[config.mk]
export PLATFORM = sky130hd
export DESIGN_NAME = instruction_fetch_flat
export DESIGN_NICKNAME = d
export VERILOG_FILES = /design/src/rtl/instruction_fetch_if.sv /design/src/rtl/instruction_fetch.sv /design/src/flat_wrapper.sv
export SDC_FILE = /design/constraint.sdc
export NUM_CORES = 1
export LEC_CHECK = 0
export CAP_MARGIN = 20
export CELL_PAD_IN_SITES_DETAIL_PLACEMENT = 1
export CELL_PAD_IN_SITES_GLOBAL_PLACEMENT = 1
export CORE_UTILIZATION = 31
export DETAILED_ROUTE_END_ITERATION = 8
export HOLD_SLACK_MARGIN = 0.03
export PLACE_DENSITY_LB_ADDON = 0.12
export SLEW_MARGIN = 20
export SYNTH_ARGS = -nofsm -noshare
export SYNTH_HDL_FRONTEND = slang
export SYNTH_SLANG_ARGS = --single-unit
[constraint.sdc]
create_clock -name clk -period 1.9 [get_ports clk]
set_input_delay 0.19 -clock clk [delete_from_list [all_inputs] [get_ports clk]]
set_output_delay 0.19 -clock clk [all_outputs]
set_load 0.05 [all_outputs]
[src/rtl/instruction_fetch_if.sv]
// Fetch-side bundle: instruction memory port, IF/ID handshake, redirect input and status.
interface instruction_fetch_if;
  logic [31:0] imem_addr;
  logic [31:0] imem_ins;
  logic        id_valid;
  logic        id_ready;
  logic [31:0] id_instr;
  logic [31:0] id_pc_plus4;
  logic        br_taken;
  logic [31:0] br_target;
  logic        fault;
  logic [31:0] fetch_count;

  modport master (
    output imem_addr, id_valid, id_instr, id_pc_plus4, fault, fetch_count,
    input  imem_ins, id_ready, br_taken, br_target
  );

  modport slave (
    input  imem_addr, id_valid, id_instr, id_pc_plus4, fault, fetch_count,
    output imem_ins, id_ready, br_taken, br_target
  );
endinterface

[src/rtl/instruction_fetch.sv]
// Instruction fetch: PC, zero-latency memory read into the IF/ID register, local jumps,
// execute redirects and a sticky fault on misaligned or out-of-range fetch addresses.
module instruction_fetch #(
  parameter logic [31:0] RESET_PC  = 32'h0000_0000,
  parameter int          MEM_WORDS = 32
) (
  input  logic              clk,
  input  logic              rst,
  instruction_fetch_if.master bus
);

  localparam logic [31:0] MEM_BYTES = 32'(MEM_WORDS * 4);
  localparam logic [5:0]  OP_JUMP   = 6'b000100;

  typedef enum logic {RUN, FAULT} state_t;

  state_t      state_p1, state_d;
  logic [31:0] pc_p0, pc_d;
  logic        vld_p1, vld_d;
  logic [31:0] instr_p1, instr_d;
  logic [31:0] pc_plus4_p1, pc_plus4_d;
  logic [31:0] count_p1, count_d;
  logic [31:0] pc_plus4;
  logic        advance;

  function automatic logic illegal_addr(input logic [31:0] addr);
    return (addr[1:0] != 2'b00) || (addr >= MEM_BYTES);
  endfunction

  function automatic logic [31:0] jump_target(input logic [3:0] region, input logic [25:0] index);
    return {region, index, 2'b00};
  endfunction

  assign pc_plus4 = pc_p0 + 32'd4;
  assign advance  = !vld_p1 || bus.id_ready;

  always_comb begin
    state_d    = state_p1;
    pc_d       = pc_p0;
    vld_d      = vld_p1;
    instr_d    = instr_p1;
    pc_plus4_d = pc_plus4_p1;
    count_d    = count_p1;
    if (state_p1 == RUN) begin
      if (bus.br_taken) begin
        // Redirect wins over stall and over a jump in the fetch slot.
        vld_d = 1'b0;
        if (illegal_addr(bus.br_target)) begin
          state_d = FAULT;
        end else begin
          pc_d = bus.br_target;
        end
      end else if (illegal_addr(pc_p0)) begin
        state_d = FAULT;
        vld_d   = 1'b0;
      end else if (advance) begin
        instr_d    = bus.imem_ins;
        pc_plus4_d = pc_plus4;
        vld_d      = 1'b1;
        count_d    = count_p1 + 32'd1;
        if (bus.imem_ins[31:26] == OP_JUMP) begin
          pc_d = jump_target(pc_plus4[31:28], bus.imem_ins[25:0]);
        end else begin
          pc_d = pc_plus4;
        end
      end
    end
  end

  // Stage p1: IF/ID register, PC and fetch state
  always_ff @(posedge clk or negedge rst) begin
    if (!rst) begin
      state_p1    <= RUN;
      pc_p0       <= RESET_PC;
      vld_p1      <= 1'b0;
      instr_p1    <= 32'd0;
      pc_plus4_p1 <= 32'd0;
      count_p1    <= 32'd0;
    end else begin
      state_p1    <= state_d;
      pc_p0       <= pc_d;
      vld_p1      <= vld_d;
      instr_p1    <= instr_d;
      pc_plus4_p1 <= pc_plus4_d;
      count_p1    <= count_d;
    end
  end

  assign bus.imem_addr   = pc_p0;
  assign bus.id_valid    = vld_p1;
  assign bus.id_instr    = instr_p1;
  assign bus.id_pc_plus4 = pc_plus4_p1;
  assign bus.fault       = (state_p1 == FAULT);
  assign bus.fetch_count = count_p1;

endmodule
[src/flat_wrapper.sv]
// flat-port wrapper written by rule: the top's interface ports become plain ports
module instruction_fetch_flat 
#(
  parameter logic [31:0] RESET_PC  = 32'h0000_0000,
  parameter int          MEM_WORDS = 32
)
  (clk, rst, bus_imem_addr, bus_id_valid, bus_id_instr, bus_id_pc_plus4, bus_fault, bus_fetch_count, bus_imem_ins, bus_id_ready, bus_br_taken, bus_br_target);
  instruction_fetch_if bus_i ();
  input  logic clk;
  input  logic rst;
  output wire logic [$bits(bus_i.imem_addr)-1:0] bus_imem_addr;
  output wire logic [$bits(bus_i.id_valid)-1:0] bus_id_valid;
  output wire logic [$bits(bus_i.id_instr)-1:0] bus_id_instr;
  output wire logic [$bits(bus_i.id_pc_plus4)-1:0] bus_id_pc_plus4;
  output wire logic [$bits(bus_i.fault)-1:0] bus_fault;
  output wire logic [$bits(bus_i.fetch_count)-1:0] bus_fetch_count;
  input wire logic [$bits(bus_i.imem_ins)-1:0] bus_imem_ins;
  input wire logic [$bits(bus_i.id_ready)-1:0] bus_id_ready;
  input wire logic [$bits(bus_i.br_taken)-1:0] bus_br_taken;
  input wire logic [$bits(bus_i.br_target)-1:0] bus_br_target;
  assign bus_imem_addr = bus_i.imem_addr;
  assign bus_id_valid = bus_i.id_valid;
  assign bus_id_instr = bus_i.id_instr;
  assign bus_id_pc_plus4 = bus_i.id_pc_plus4;
  assign bus_fault = bus_i.fault;
  assign bus_fetch_count = bus_i.fetch_count;
  assign bus_i.imem_ins = bus_imem_ins;
  assign bus_i.id_ready = bus_id_ready;
  assign bus_i.br_taken = bus_br_taken;
  assign bus_i.br_target = bus_br_target;
  instruction_fetch #(.RESET_PC(RESET_PC), .MEM_WORDS(MEM_WORDS)) u_core (.clk(clk), .rst(rst), .bus(bus_i));
endmodule
# [Word-level counts from Yosys, hierarchy flattened]
# Cells that the tools add are included.
[op_classes] n_reduce_logical=11 bitwise_logic=3 n_lt_le_gt_ge=2 muxes=12 eq_ne=3 add_sub_neg=2
[ops] op="32-bit 2-to-1 mux" count=4
[ops] op="32-bit by 8-bit >= comparator with 1-bit output, second input constant" count=2
[ops] op="32-bit by 1-bit adder with 32-bit output, second input constant" count=1
[ops] op="32-bit by 3-bit adder with 32-bit output, second input constant" count=1
[ops] op="28-bit 2-to-1 mux" count=1
[ops] op="4-bit AND reduction" count=2
[ops] op="1-bit 2-to-1 mux" count=7
[ops] op="6-bit by 3-bit == test with 1-bit output, second input constant" count=1
[ops] op="2-bit nonzero test" count=3
[ops] op="2-bit inequality test, second input constant" count=2
[ops] op="1-bit logical OR" count=3
[ops] op="1-bit NOT" count=3
[ops] op="3-bit nonzero test" count=1
[ops] op="2-bit AND reduction" count=1
[ops] op="1-bit zero test" count=1
[totals] out_inout_bits=130 input_bits=68 ff_bits=130

# [Depth between registers and ports, before layout]
# Gate-level depths: netlist of the first run.
[logic_depth] ltp_word=5 depth_mapped=8 ltp_nobuf=6

# [Least setup slack after synthesis of the first run]
# OpenSTA, ideal clock, no wires.
[synth_path] kind="register to register" startpoint="register u_core.pc_p0[9] (netlist: u_core.bus.imem_addr[9])" endpoint="register u_core.pc_p0[4] (netlist: u_core.bus.imem_addr[4])" arrival_time_ns=2.171 synth_period_minus_slack_ns=2.296 required_ns=1.775 slack_ns=-0.396 stages_incl_launch_ff=7 setup_time_ns=0.125 n_path_buf=1 cell_sequence="dfrtp_1 -> nor4_2 -> nand4_1 -> or3_4 -> a21oi_2 -> buf_4 -> mux2_2"
[synth_via] elab_chain_cells=4
[synth_lines] element="start, declared" line_no="instruction_fetch.sv:18" text="logic [31:0] pc_p0, pc_d;"
[synth_lines] element="start signal, assigned" line_no="instruction_fetch.sv:81" text="pc_p0 <= pc_d;"
[synth_lines] element="32-bit by 8-bit >= comparator with 1-bit output" line_no="instruction_fetch.sv:27" text="return (addr[1:0] != 2'b00) || (addr >= MEM_BYTES);"
[synth_lines] element="1-bit logical OR" line_no="instruction_fetch.sv:27"
[synth_lines] element="2-bit inequality test (no line)"
[synth_lines] element="4-bit AND reduction (no line)"
# No other way between the ends.
# A chain may end at the register's enable or synchronous reset.

# [Worst setup path in the final report of the first run]
[layout_path] startpoint="register u_core.pc_p0[9] (netlist: u_core.bus.imem_addr[9])" endpoint="register u_core.count_p1[22] (netlist: u_core.bus.fetch_count[22])"
[layout_via] elab_chain_cells=4
[layout_lines] element="32-bit by 8-bit >= comparator with 1-bit output" line_no="instruction_fetch.sv:27"
[layout_lines] element="1-bit logical OR" line_no="instruction_fetch.sv:27"
[layout_lines] element="1-bit NOT (no line)"
[layout_lines] element="4-bit AND reduction (no line)"
[layout_lines] element="end signal, assigned" line_no="instruction_fetch.sv:85" text="count_p1 <= count_d;"
[layout_lines] element="end, declared" line_no="instruction_fetch.sv:22" text="logic [31:0] count_p1, count_d;"
# No other way between the ends.

==> qor.yml, run 1 <==
status:
  outcome: "complete, but fails checks"
  violations: "design-rule violations, negative setup slack"
yosys:
  synth_edf_count: 0
  avgSynthCellArea_sq_um: 10.3
  ys_top_cells_by_area: "dfrtp_1, nand2_1, xnor2_1, and2_1, nand4_1"
  synth-seq-cells: 130
  synthCells: 564
  ys_async_sr_fraction_pct: 100
  ys_warn_count: 0
  yosysUniqueCellTypes: 51
  syn-num-nets: 635
  synth_area_sq_um: 5800
  yosysMostFrequentCell: "nand2_1"
  synthFlopType: "dfrtp_1"
  synth_top_area_share_pct: 56.1
  synth_common_cells: "nand2_1, dfrtp_1, and2_1, nand4_1, xnor2_1"
  yosysSeqAreaShare_pct: 56.1
  yosys.area.top_type: "dfrtp_1"
cts:
  clkSlewWorstSetupHoldPaths_ps: 60
  clkLatencyLatePin_ps: 420
  cts_inserted_buffers: 17
  cts_root_buf: "clkbuf_16"
  htreeDepth: 4
  cts_sinks: 130
  cts_buffer_depth: 2
  cts_tree: "yes"
placed_design:
  place.port_buffers: 197
  place_ws_ps: -501
  hpwl_microns: 14700
  gp_congestion: 0.885
  placed_area_sq_um: 8810
sta:
  drv_slew: 0
  final-hold-violation-count: 0
  fin_crit_sh_pct: 112
  fmax_mhz: 470
  fin_crit_ps: 2130
  skew_ps: 13.2
  slew_headroom_pct: 58.4
  hold_slack_ps: 298
  setup_violations: 129
  setup_ws_ps: -230
  worst_slew_pin_slew_ps: 619
  rsz0062_at_grt: "yes"
  fin_setup_tns_ps: -20610
power:
  switchingPower_mw: 1.62
  ir_worst_vdd_mv: 0.578
  internal_power_mw: 5.14
  p_leak_nw: 4.95
  p_clk_share_pct: 51.3
  p_comb_share_pct: 7.2
  seq_power_share_pct: 41.5
  p_per_area_nw_per_um2: 654
  swShare_pct: 23.9
floorplan:
  die_h_microns: 139
  pin_count: 198
  die-area_sq_um: 19300
  core_area_sq_um: 18100
  die_x_microns: 139
  start_util_pct: 31.9
  floorplan.rows: 49
routing:
  dr.pass1.iters: 7
  wl_microns: 21600
  routed_via_density: 5.06
  wire_per_inst_microns: 19.5
  drc: 11
  antenna_left: 0
  dr.first_iter.drc_count: 261
  dr_total_vias: 5618
global_routing:
  globalRouteOverflowTotal: 0
  antenna_found_initial: 0
  grt_pass1_vias: 5987
  grt_pass1_wl_microns: 33400
  grt_max_degree: 50
  grt_usage_pct: 22.3
critical_path:
  worst_setup_path_end_kind: "flop"
  r2r-start: "u_core.bus.imem_addr[9]"
  worstPathRequired_ps: 2190
  rrSetupSlack_ps: -230
  worstReg2RegEnd: "u_core.bus.fetch_count[22]"
  start_kind: "flop"
  arrival_ps: 2420
  crit_type: "flop to flop"
  worstPathMaxFanout: 8
  r2r_cells: 8
final_layout:
  synthToLayoutAreaGrowth_pct: 78.1
  multi_input_area_sq_um: 2950
  n_antenna_cell: 0
  fin_nets: 939
  design_area_sq_um: 10300
  fill_cells: 1918
  layout-drive-gt1-share_pct: 36.0
  register_area_sq_um: 3300
run:
  drv_cap: 0
hold_path:
  worstHoldPathType: "input pin to async pin"
power by group through the flow:
| stage | Clock, mW | Combinational, mW | Sequential (mW) |
|---|---|---|---|
| global placement | 0 | 0.459 | 2.85 |
| CTS | 3.51 | 0.480 | 2.80 |
| floorplan | 0 | 0.0753 | 2.91 |
| finish | 3.47 | 0.484 | 2.80 |
| detailed placement | 0 | 0.470 | 2.85 |
| global route | 3.65 | 0.520 | 2.80 |
registers in the layout (all words and copies together), names as in the netlist:
signal	count
u_core.bus.fault	1
u_core.bus.imem_addr	32
u_core.bus.id_instr	32
u_core.bus.id_pc_plus4	32
u_core.bus.id_valid	1
u_core.bus.fetch_count	32
logic make-up after synthesis:
| family | after synthesis | synth area share (%) |
|---|---|---|
| AOI/OAI and AO/OA | 67 | 7.92 |
| xor gates and xnor gates | 35 | 5.29 |
| adders and majority gates | 3 | 0.647 |
| buffers and inverters | 33 | 2.78 |
| DFF | 130 | 56.1 |
| muxes | 11 | 2.01 |
| and+or+nand+nor | 285 | 25.2 |
metrics by stage:
step / total power, mW / util (%) / std cells
2_1_floorplan: 2.98 / - / 564
3_3_place_gp: 3.31 / 48.6 / 1051
3_5_place_dp: 3.32 / 48.6 / 1051
4_1_cts: 6.79 / 54.4 / 1102
5_1_grt: 6.98 / 56.9 / 1110
6_report: 6.75 / 56.9 / 1110
worst max-delay path, cell delays in order (launching register included):
cell and delay (ps):
dfrtp_2 420, nor4_4 330, nand4_1 180, buf_4 190, buf_6 120, nor4_2 230, buf_4 230, nand4_1 140
xnor2_1 170
cell usage in the layout (no fill, tap or decap), types with 6 or more instances in the layout:
cell type and n:
buf_12 11, o21ai_2 10, nor4_2 6, xor2_1 7
nand2_1 114, nor2_1 14, nand3_1 13, dlymetal6s2s_1 8
dlygate4sd2_1 29, nand2_2 17, dfrtp_1 94, dfrtp_2 36
a21oi_1 6, and2_4 30, clkdlybuf4s50_1 147, buf_4 84
o2bb2ai_2 12, nand2_4 6, buf_6 16, inv_1 9
mux2i_1 6, nand4_1 29, clkbuf_16 21, o21ai_0 7
nor4_1 8, nor3_1 8, xnor2_1 24, buf_8 6
what timing repair did:
| action | CTS | global route |
|---|---|---|
| resized for setup | 104 | 86 |
| hold buffers | 1 | 0 |
| cloned | 4 | 7 |
| endpoints found under the setup margin | 154 | 134 |
| setup buffers | 14 | 5 |
| pin swaps | 32 | 63 |
| endpoints found under the hold margin | 44 | 0 |
area by class of cell:
class,count,share of cell area (%)
multi-input combinational,401,28.6
tap,229,2.78
sequential,130,31.9
clock inverter,14,1.71
clock buffer,18,4.25
timing repair buffer,309,30.4
inverter,9,0.327
metal layers:
layer  up-vias  wire [microns]  GRT usage (%)
met5         -               0              0
met4         0             333           6.96
met3        24            1060           5.08
met2       168           11000           37.7
met1      2852            9260           28.3
li1       2574               -              -
worst max path at each step:
stage	startpoint	to	depth (start not counted)
after floorplan	u_core.bus.imem_addr[27]	u_core.bus.imem_addr[6]	6
after global placement	bus_br_target[22]	u_core.bus.imem_addr[3]	6
after CTS	u_core.bus.imem_addr[28]	u_core.bus.fetch_count[18]	7
after global routing	u_core.bus.imem_addr[9]	u_core.bus.fetch_count[22]	8
after detailed placement	bus_br_target[22]	u_core.bus.imem_addr[3]	6
final	u_core.bus.imem_addr[9]	u_core.bus.fetch_count[22]	8
Power figures use the tool's default switching activity.
==> run 2, diff against run 1 <==
--- a/config.mk
+++ b/config.mk
@@ -11,6 +11,7 @@
 export CORE_UTILIZATION = 31
 export DETAILED_ROUTE_END_ITERATION = 8
 export HOLD_SLACK_MARGIN = 0.03
+export MAX_ROUTING_LAYER = met4
 export PLACE_DENSITY_LB_ADDON = 0.12
 export SLEW_MARGIN = 20
 export SYNTH_ARGS = -nofsm -noshare
==> run 2 against run 1 <==
Net effect:
- the run still ends with design-rule violations, negative setup slack left
- worst hold slack lost 3.2 ps
- total power about the same
- critical path depth is the same
- routed wire length down 0.11%
- final cell count unchanged
- register-to-register slack about the same
- highest routed layer unchanged
- clock skew fell by 1.0 ps
- first-iteration DRC count is 9.2% higher
- flip-flop and latch count unchanged
- die area stayed put
==> qor.yml, run 2 (synthesis gave the netlist of run 1 again) <==
status:
  outcome: "complete, but fails checks"
  violations: "design-rule violations, negative setup slack"
global_routing:
  globalRouteOverflowTotal: 0
  grt_max_degree: 50
  antenna_found_initial: 0
  grt_pass1_vias: 5984
  grt_usage_pct: 23.0
  grt_pass1_wl_microns: 33400
floorplan:
  start_util_pct: 31.9
  die-area_sq_um: 19300
  floorplan.rows: 49
  core_area_sq_um: 18100
  die_x_microns: 139
  pin_count: 198
  die_h_microns: 139
final_layout:
  layout-drive-gt1-share_pct: 36.0
  final_cells: 1110
  synthToLayoutAreaGrowth_pct: 78.1
  mostFrequentLayoutCells: "clkdlybuf4s50_1, nand2_1, dfrtp_1"
  n_antenna_cell: 0
  layout_commonest_cell: "clkdlybuf4s50_1"
  fin_nets: 939
run:
  drv_cap: 0
critical_path:
  arrival_ps: 2430
  worstPathMaxFanout: 8
  worst_setup_path_end_kind: "flop"
  r2r_cells: 8
  crit_type: "flop to flop"
  worstPathRequired_ps: 2200
  start_kind: "flop"
placed_design:
  hpwl_microns: 14700
  dp.cells: 1051
  place_ws_ps: -501
  place.port_buffers: 197
  gp_congestion: 0.899
cts:
  cts_buffer_depth: 2
  clkSlewWorstSetupHoldPaths_ps: 60
  clkLatencyLatePin_ps: 420
  cts_inserted_buffers: 17
  cts_sinks: 130
  cts_root_buf: "clkbuf_16"
  cts_tree: "yes"
  htreeDepth: 4
sta:
  worst_slew_pin_slew_ps: 638
  rsz0062_at_grt: "yes"
  fmax_mhz: 468
  slew_headroom_pct: 57.5
  skew_ps: 12.2
  drv_slew: 0
  fin_crit_ps: 2140
  fin_setup_tns_ps: -20820
  fin_crit_sh_pct: 112
  setup_violations: 129
  setup_ws_ps: -236
  final-hold-violation-count: 0
routing:
  antenna_left: 0
  wire_per_inst_microns: 19.4
  dr_total_vias: 5649
  dr.first_iter.drc_count: 285
  routed_via_density: 5.09
  drc: 11
  wl_microns: 21600
  dr.pass1.iters: 7
power:
  p_leak_nw: 4.95
  p_per_area_nw_per_um2: 654
  ir_worst_vdd_mv: 0.585
hold_path:
  worstHoldPathType: "input pin to async pin"
-- run 2: worst max-delay path: stages (launching register included) --
cell,delay [ps]
dfrtp_2,420
nor4_4,330
nand4_1,180
buf_4,190
buf_6,120
nor4_2,230
buf_4,240
nand4_1,150
xnor2_1,170
-- run 2: per-stage QoR --
stage / hold slack, ps / utilization (%) / power, mW / area, sq um
global route: 337 / 56.9 / 6.98 / 10300
global placement: 172 / 48.6 / 3.31 / 8810
finish: 295 / 56.9 / 6.76 / 10300
CTS: 311 / 54.4 / 6.79 / 9880
detailed placement: 182 / 48.6 / 3.32 / 8810
floorplan: -106 / - / 2.98 / 6040
-- run 2: routing by layer --
| metal | share of wire [%] | track usage (%) | routed length (microns) |
|---|---|---|---|
| met2 | 51 | 37.7 | 10900 |
| met3 | 4.9 | 4.63 | 1050 |
| met4 | 1.8 | 6.96 | 382 |
| met1 | 43 | 28.6 | 9220 |
| met5 | 0 | - | 0 |
-- run 2: final cells by class --
class / instances / area, sq um
clock buffers: 18 / 439
well taps: 229 / 287
repair buffers: 309 / 3140
multi-input cells: 401 / 2950
fillers: 1918 / 7820
inverters: 9 / 33.8
flip-flops and latches: 130 / 3300
clock inverters: 14 / 176
-- run 2: what timing repair did --
action,4_1_cts,5_1_grt
cloned,4,7
setup endpoints to repair,154,134
setup buffers,14,5
pin swaps,32,63
hold buffers,1,0
resized for setup,104,86
hold endpoints to repair,44,0
-- run 2: worst paths after layout --
| kind | from | end | slack, ps |
|---|---|---|---|
| max | u_core.bus.imem_addr[9] | u_core.bus.fetch_count[22] | -240 |
| min | rst | u_core.bus.id_pc_plus4[26] | 290 |
| max reg2reg | u_core.bus.imem_addr[9] | u_core.bus.fetch_count[22] | -240 |
| min reg2reg | u_core.bus.id_instr[21] | u_core.bus.id_instr[21] | 470 |
| max in group asynchronous | rst | u_core.bus.imem_addr[11] | 990 |
| min in group clk | bus_imem_ins[4] | u_core.bus.id_instr[4] | 340 |
-- run 2: report_power, final --
group,switching [mW],internal [mW]
Sequential,0.0189,2.78
Clock,1.35,2.12
Combinational,0.248,0.236
Total,1.62,5.14
==> run 3, diff against run 2 <==
--- a/config.mk
+++ b/config.mk
@@ -5,7 +5,7 @@
 export SDC_FILE = /design/constraint.sdc
 export NUM_CORES = 1
 export LEC_CHECK = 0
-export CAP_MARGIN = 20
+export ABC_AREA = 0
 export CELL_PAD_IN_SITES_DETAIL_PLACEMENT = 1
 export CELL_PAD_IN_SITES_GLOBAL_PLACEMENT = 1
 export CORE_UTILIZATION = 31
==> results of run 3 <==
Final layout, timing and power as in run 2 (identical DEF).
==> RTL edit 1, RTL diff (flow settings as in run 1) <==
`MEM_WORDS` is set to 32 in 2 places; all go to 24.
--- a/src/rtl/instruction_fetch.sv
+++ b/src/rtl/instruction_fetch.sv
@@ -2,7 +2,7 @@
 // execute redirects and a sticky fault on misaligned or out-of-range fetch addresses.
 module instruction_fetch #(
   parameter logic [31:0] RESET_PC  = 32'h0000_0000,
-  parameter int          MEM_WORDS = 32
+  parameter int          MEM_WORDS = 24
 ) (
   input  logic              clk,
   input  logic              rst,
--- a/src/flat_wrapper.sv
+++ b/src/flat_wrapper.sv
@@ -2,7 +2,7 @@
 module instruction_fetch_flat 
 #(
   parameter logic [31:0] RESET_PC  = 32'h0000_0000,
-  parameter int          MEM_WORDS = 32
+  parameter int          MEM_WORDS = 24
 )
   (clk, rst, bus_imem_addr, bus_id_valid, bus_id_instr, bus_id_pc_plus4, bus_fault, bus_fetch_count, bus_imem_ins, bus_id_ready, bus_br_taken, bus_br_target);
   instruction_fetch_if bus_i ();
Formal check against the unedited RTL: not equivalent (a bounded check fails within 4 cycles, from zero or initial values and one cycle with rst low).
==> RTL edit 1 against run 1 <==
  * Non-clock buffer count fell by 4
  * Critical path type unchanged
  * Sequential cell count did not move
  * Global-route usage fell by 0.22 points
  * The flow still finishes with violations (DRC, setup timing)
  * Die area fell by 0.32%
  * Sequential share of layout area fell by 0.45 points
  * Cell area rose by 0.65%
  * Area after synthesis fell by 0.32%
  * Wire length rose by 1.1%
  * Setup slack got worse by 79 ps
Power is not compared: it rests on default switching activity, and its combinational part moved more than twofold at a synthesized area within 25%.
==> RTL edit 1: results <==
[run_status]
status = "finished with violations"
violations_in_the_final_reports = "DRC, setup timing"

[floorplanning]
starting_density_of_the_core = 0.318

[sta]
fin_hold_ws_ps = 239
fin_skew_ps = 14.0
fin_setup_tns_ps = -21540
timing.final.ws_setup_ps = -308
timing_worst_slew_pin_value_ps = 543
setup_violations = 109

[logic_synthesis]
synth_area_leaders = "dfrtp_1 56%, mux2_2 6.4%, xnor2_1 3.5%, nor2b_1 3.0%, nor4_1 2.8%"
yosys-top-cells-count = "130 x dfrtp_1, 34 x nand2_1, 33 x mux2_2"
syn_nets = 572
synth_cell_types = 46
synth-seq-area-share = 0.563
mean_area_per_synthesized_cell_sq_um = 11.5

[worst_setup_path]
r2r_cells = 9
crit_fanout = 6
cp_data_arrival_time_ps = 2500
critPathLaunch = "u_core.bus.imem_addr[15]"
crit_family = "buffers and inverters"
worstSetupEndpoint = "u_core.bus.imem_addr[26]"
largest_stage_delay_on_the_critical_path_ps = 420

[layout]
fillerInstances = 1852
drive_gt1_frac = 0.353
num_antenna_cells = 0
finish.instance_area_sq_um = 10400
multiInputGateArea_sq_um = 3060
clkCellAreaFrac = 0.0636
multi_input_logic_cell_count = 336
bufAreaShareNonClock = 0.295
layout.non_clock_inverters = 12
sh_seq_area = 0.315
clockBufferCount = 20
layout.nets = 873

[drt]
remaining_drc_errors = 16
dr.first_iter.drc_count = 252
via_per_inst = 5.09
drt_pass1_iterations = 6

[placed_design]
numPlacedInstances = 991
placed_cell_area_sq_um = 8690
hpwlAfterDp_um = 14100
routabilityCongestion = 0.816

[grt]
first_global_vias = 5831
groute.usage.overall = 0.221

[power_and_ir_drop]
total_power_uw = 7800
-- RTL edit 1: changes by cell type after synthesis, sizes merged, moves of 14 or more --
cell | run 1 | this run
nand2 | 137 | 34
nor2b | 0 | 28
mux2 | 5 | 42
and2 | 34 | 5
nand4 | 29 | 15
-- RTL edit 1: timing repair --
action	CTS	global route
pin swaps	8	17
endpoints found under the hold margin	39	0
setup endpoints to repair	146	135
buffers inserted	7	6
resized for setup	81	115
hold buffers	1	0
gates cloned	4	7
-- RTL edit 1: layer usage --
metal  wire (um)  global-route usage  vias up
li1            -                   -     2416
met1        8880               0.266     2732
met2       11500               0.387      143
met3        1200              0.0604       27
met4         280              0.0609        0
met5           0                   0        -
-- RTL edit 1: cells by family after synthesis --
kind of cell,Yosys count,synth area share
and+or+nand+nor,189,0.180
DFF,130,0.563
AOI/OAI and AO/OA,61,0.0782
muxes,45,0.0870
xor gates and xnor gates,38,0.0576
buffers and inverters,35,0.0275
adders and majority gates,3,0.00650
==> RTL edit 2, RTL diff (settings of run 1) <==
Made on the original files. Take the reset off `instr_p1` and load it in a clocked block of its own.
--- a/src/rtl/instruction_fetch.sv
+++ b/src/rtl/instruction_fetch.sv
@@ -73,17 +73,19 @@
       state_p1    <= RUN;
       pc_p0       <= RESET_PC;
       vld_p1      <= 1'b0;
-      instr_p1    <= 32'd0;
       pc_plus4_p1 <= 32'd0;
       count_p1    <= 32'd0;
     end else begin
       state_p1    <= state_d;
       pc_p0       <= pc_d;
       vld_p1      <= vld_d;
-      instr_p1    <= instr_d;
       pc_plus4_p1 <= pc_plus4_d;
       count_p1    <= count_d;
     end
+  end
+
+  always_ff @(posedge clk) begin
+    instr_p1 <= instr_d;
   end
 
   assign bus.imem_addr   = pc_p0;
Formal check against the unedited RTL: not equivalent (a bounded check fails within 4 cycles, from zero or initial values and one cycle with rst low).
==> RTL edit 2 against run 1 <==
  * The flow still finishes with violations (DRC, setup timing)
  * Wire length is 6.2% lower
  * Largest power group unchanged
  * Critical path depth is 1 lower
  * Cell area is 3.1% lower
  * Sequential power is 2% higher
  * Total power is 3.2% lower
  * Critical endpoint is now u_core.bus.imem_addr[5]
  * Sequential cell count stayed put
  * Area after synthesis is 0.80% lower
  * Setup slack better by 67 ps
==> RTL edit 2: results <==
[logic_synthesis]
synth-edff-count = 32
synth_cell_types = 63
postSynth.asyncResetShare = 0.754
mean_area_per_synthesized_cell_sq_um = 12.0
yosys-top-cells-count = "98 x dfrtp_1, 34 x nand2_1, 32 x edfxtp_1"
syn_nets = 550
synth_area_leaders = "dfrtp_1 43%, edfxtp_1 17%, and2_1 3.4%, xnor2_1 2.7%, xor2_1 2.4%"

[layout]
drive_gt1_frac = 0.339
fillerInstances = 1878
finalCoreUtilization = 0.553
layout.nets = 860

[run_status]
status = "finished with violations"
violations_in_the_final_reports = "DRC, setup timing"

[worst_setup_path]
rr_endpoint = "u_core.bus.imem_addr[5]"
reg2reg_from = "u_core.bus.imem_addr[31]"
cp_data_arrival_time_ps = 2360
crit_fanout = 5

[grt]
groute.layer.met1.usage = 0.269
grt_first_pass_wirelength_um = 32300
groute.usage.overall = 0.220
grt_util_met2 = 0.379
grt_use_met3 = 0.0551
first_global_vias = 5769

[drt]
remaining_drc_errors = 22
met3WireLength_um = 1050
routed_wirelength_um = 20300
via_per_inst = 5.01
dr.first_iter.drc_count = 214
vias = 5162
met2_length_um = 10100
wl_met1_um = 8870

[power_and_ir_drop]
seq_cell_power_uw = 2860
netSwitchingPower_uw = 1460
static-leakage-power_uw = 0.00462
vdd.ir_drop.worst_mv = 0.599
intPower_uw = 5080

[sta]
fin_setup_tns_ps = -5050
setup_violations = 63
timing.final.ws_setup_ps = -162
slew_headroom = 0.459
fin_hold_ws_ps = 108
fin_skew_ps = 11.9

[cts]
htree_num_levels = 4
cts.repair_timing.setup_buffer_count = 12
postCtsResizedCells = 103

[placed_design]
pre_cts_slack_ps = -428
placed_cell_area_sq_um = 8670
numPlacedInstances = 978
RTL edit 2: cell types whose count changed after synthesis, moves of 6 or more:
cell       delta
o2bb2ai_1     -6
nand4_1       -7
xnor2_1      -10
inv_1        +10
buf_2         -6
edfxtp_1     +32
dfrtp_1      -32
nor2_1       +11
xor2_1        +9
o21ai_0      -10
o21a_1        +6
nand2_1     -103
RTL edit 2: layout make-up:
cell class,count,share of cell area
clock buffer,20,0.0501
clock inverter,12,0.0114
inverter,20,0.00876
multi-input combinational,312,0.253
sequential,130,0.346
tap,229,0.0287
timing repair buffer,307,0.301
timing repair inverter,1,0.00113
RTL edit 2: worst max-delay path by stage:
stage | to | depth (start not counted) | start | slack [ps]
3_3_place_gp | u_core.bus.imem_addr[20] | 8 | bus_br_taken | -370
3_5_place_dp | u_core.bus.imem_addr[20] | 8 | bus_br_taken | -430
5_1_grt | u_core.bus.imem_addr[5] | 7 | u_core.bus.imem_addr[31] | -200
4_1_cts | u_core.bus.imem_addr[5] | 7 | u_core.bus.imem_addr[31] | -150
2_1_floorplan | u_core.bus.fetch_count[10] | 5 | u_core.bus.imem_addr[9] | -40
6_report | u_core.bus.imem_addr[5] | 7 | u_core.bus.imem_addr[31] | -160
RTL edit 2: kinds of logic (layout without fill, tap and decap cells):
group / after synthesis / in the layout / share of synthesized area
muxes: 6 / 6 / 0.0111
AOI/OAI and AO/OA: 72 / 72 / 0.0964
xor gates and xnor gates: 35 / 35 / 0.0546
adders and majority gates: 3 / 3 / 0.00653
buffers and inverters: 37 / 360 / 0.0318
DFF: 130 / 130 / 0.593
and+or+nand+nor: 196 / 196 / 0.206
RTL edit 2: critical path, stage by stage, from the launching register on:
cell       delay, ps
dfrtp_2          410
nor4_2           290
buf_4            160
and4_4           260
and3_4           220
a2bb2oi_4        170
buf_12           140
mux2_4           300
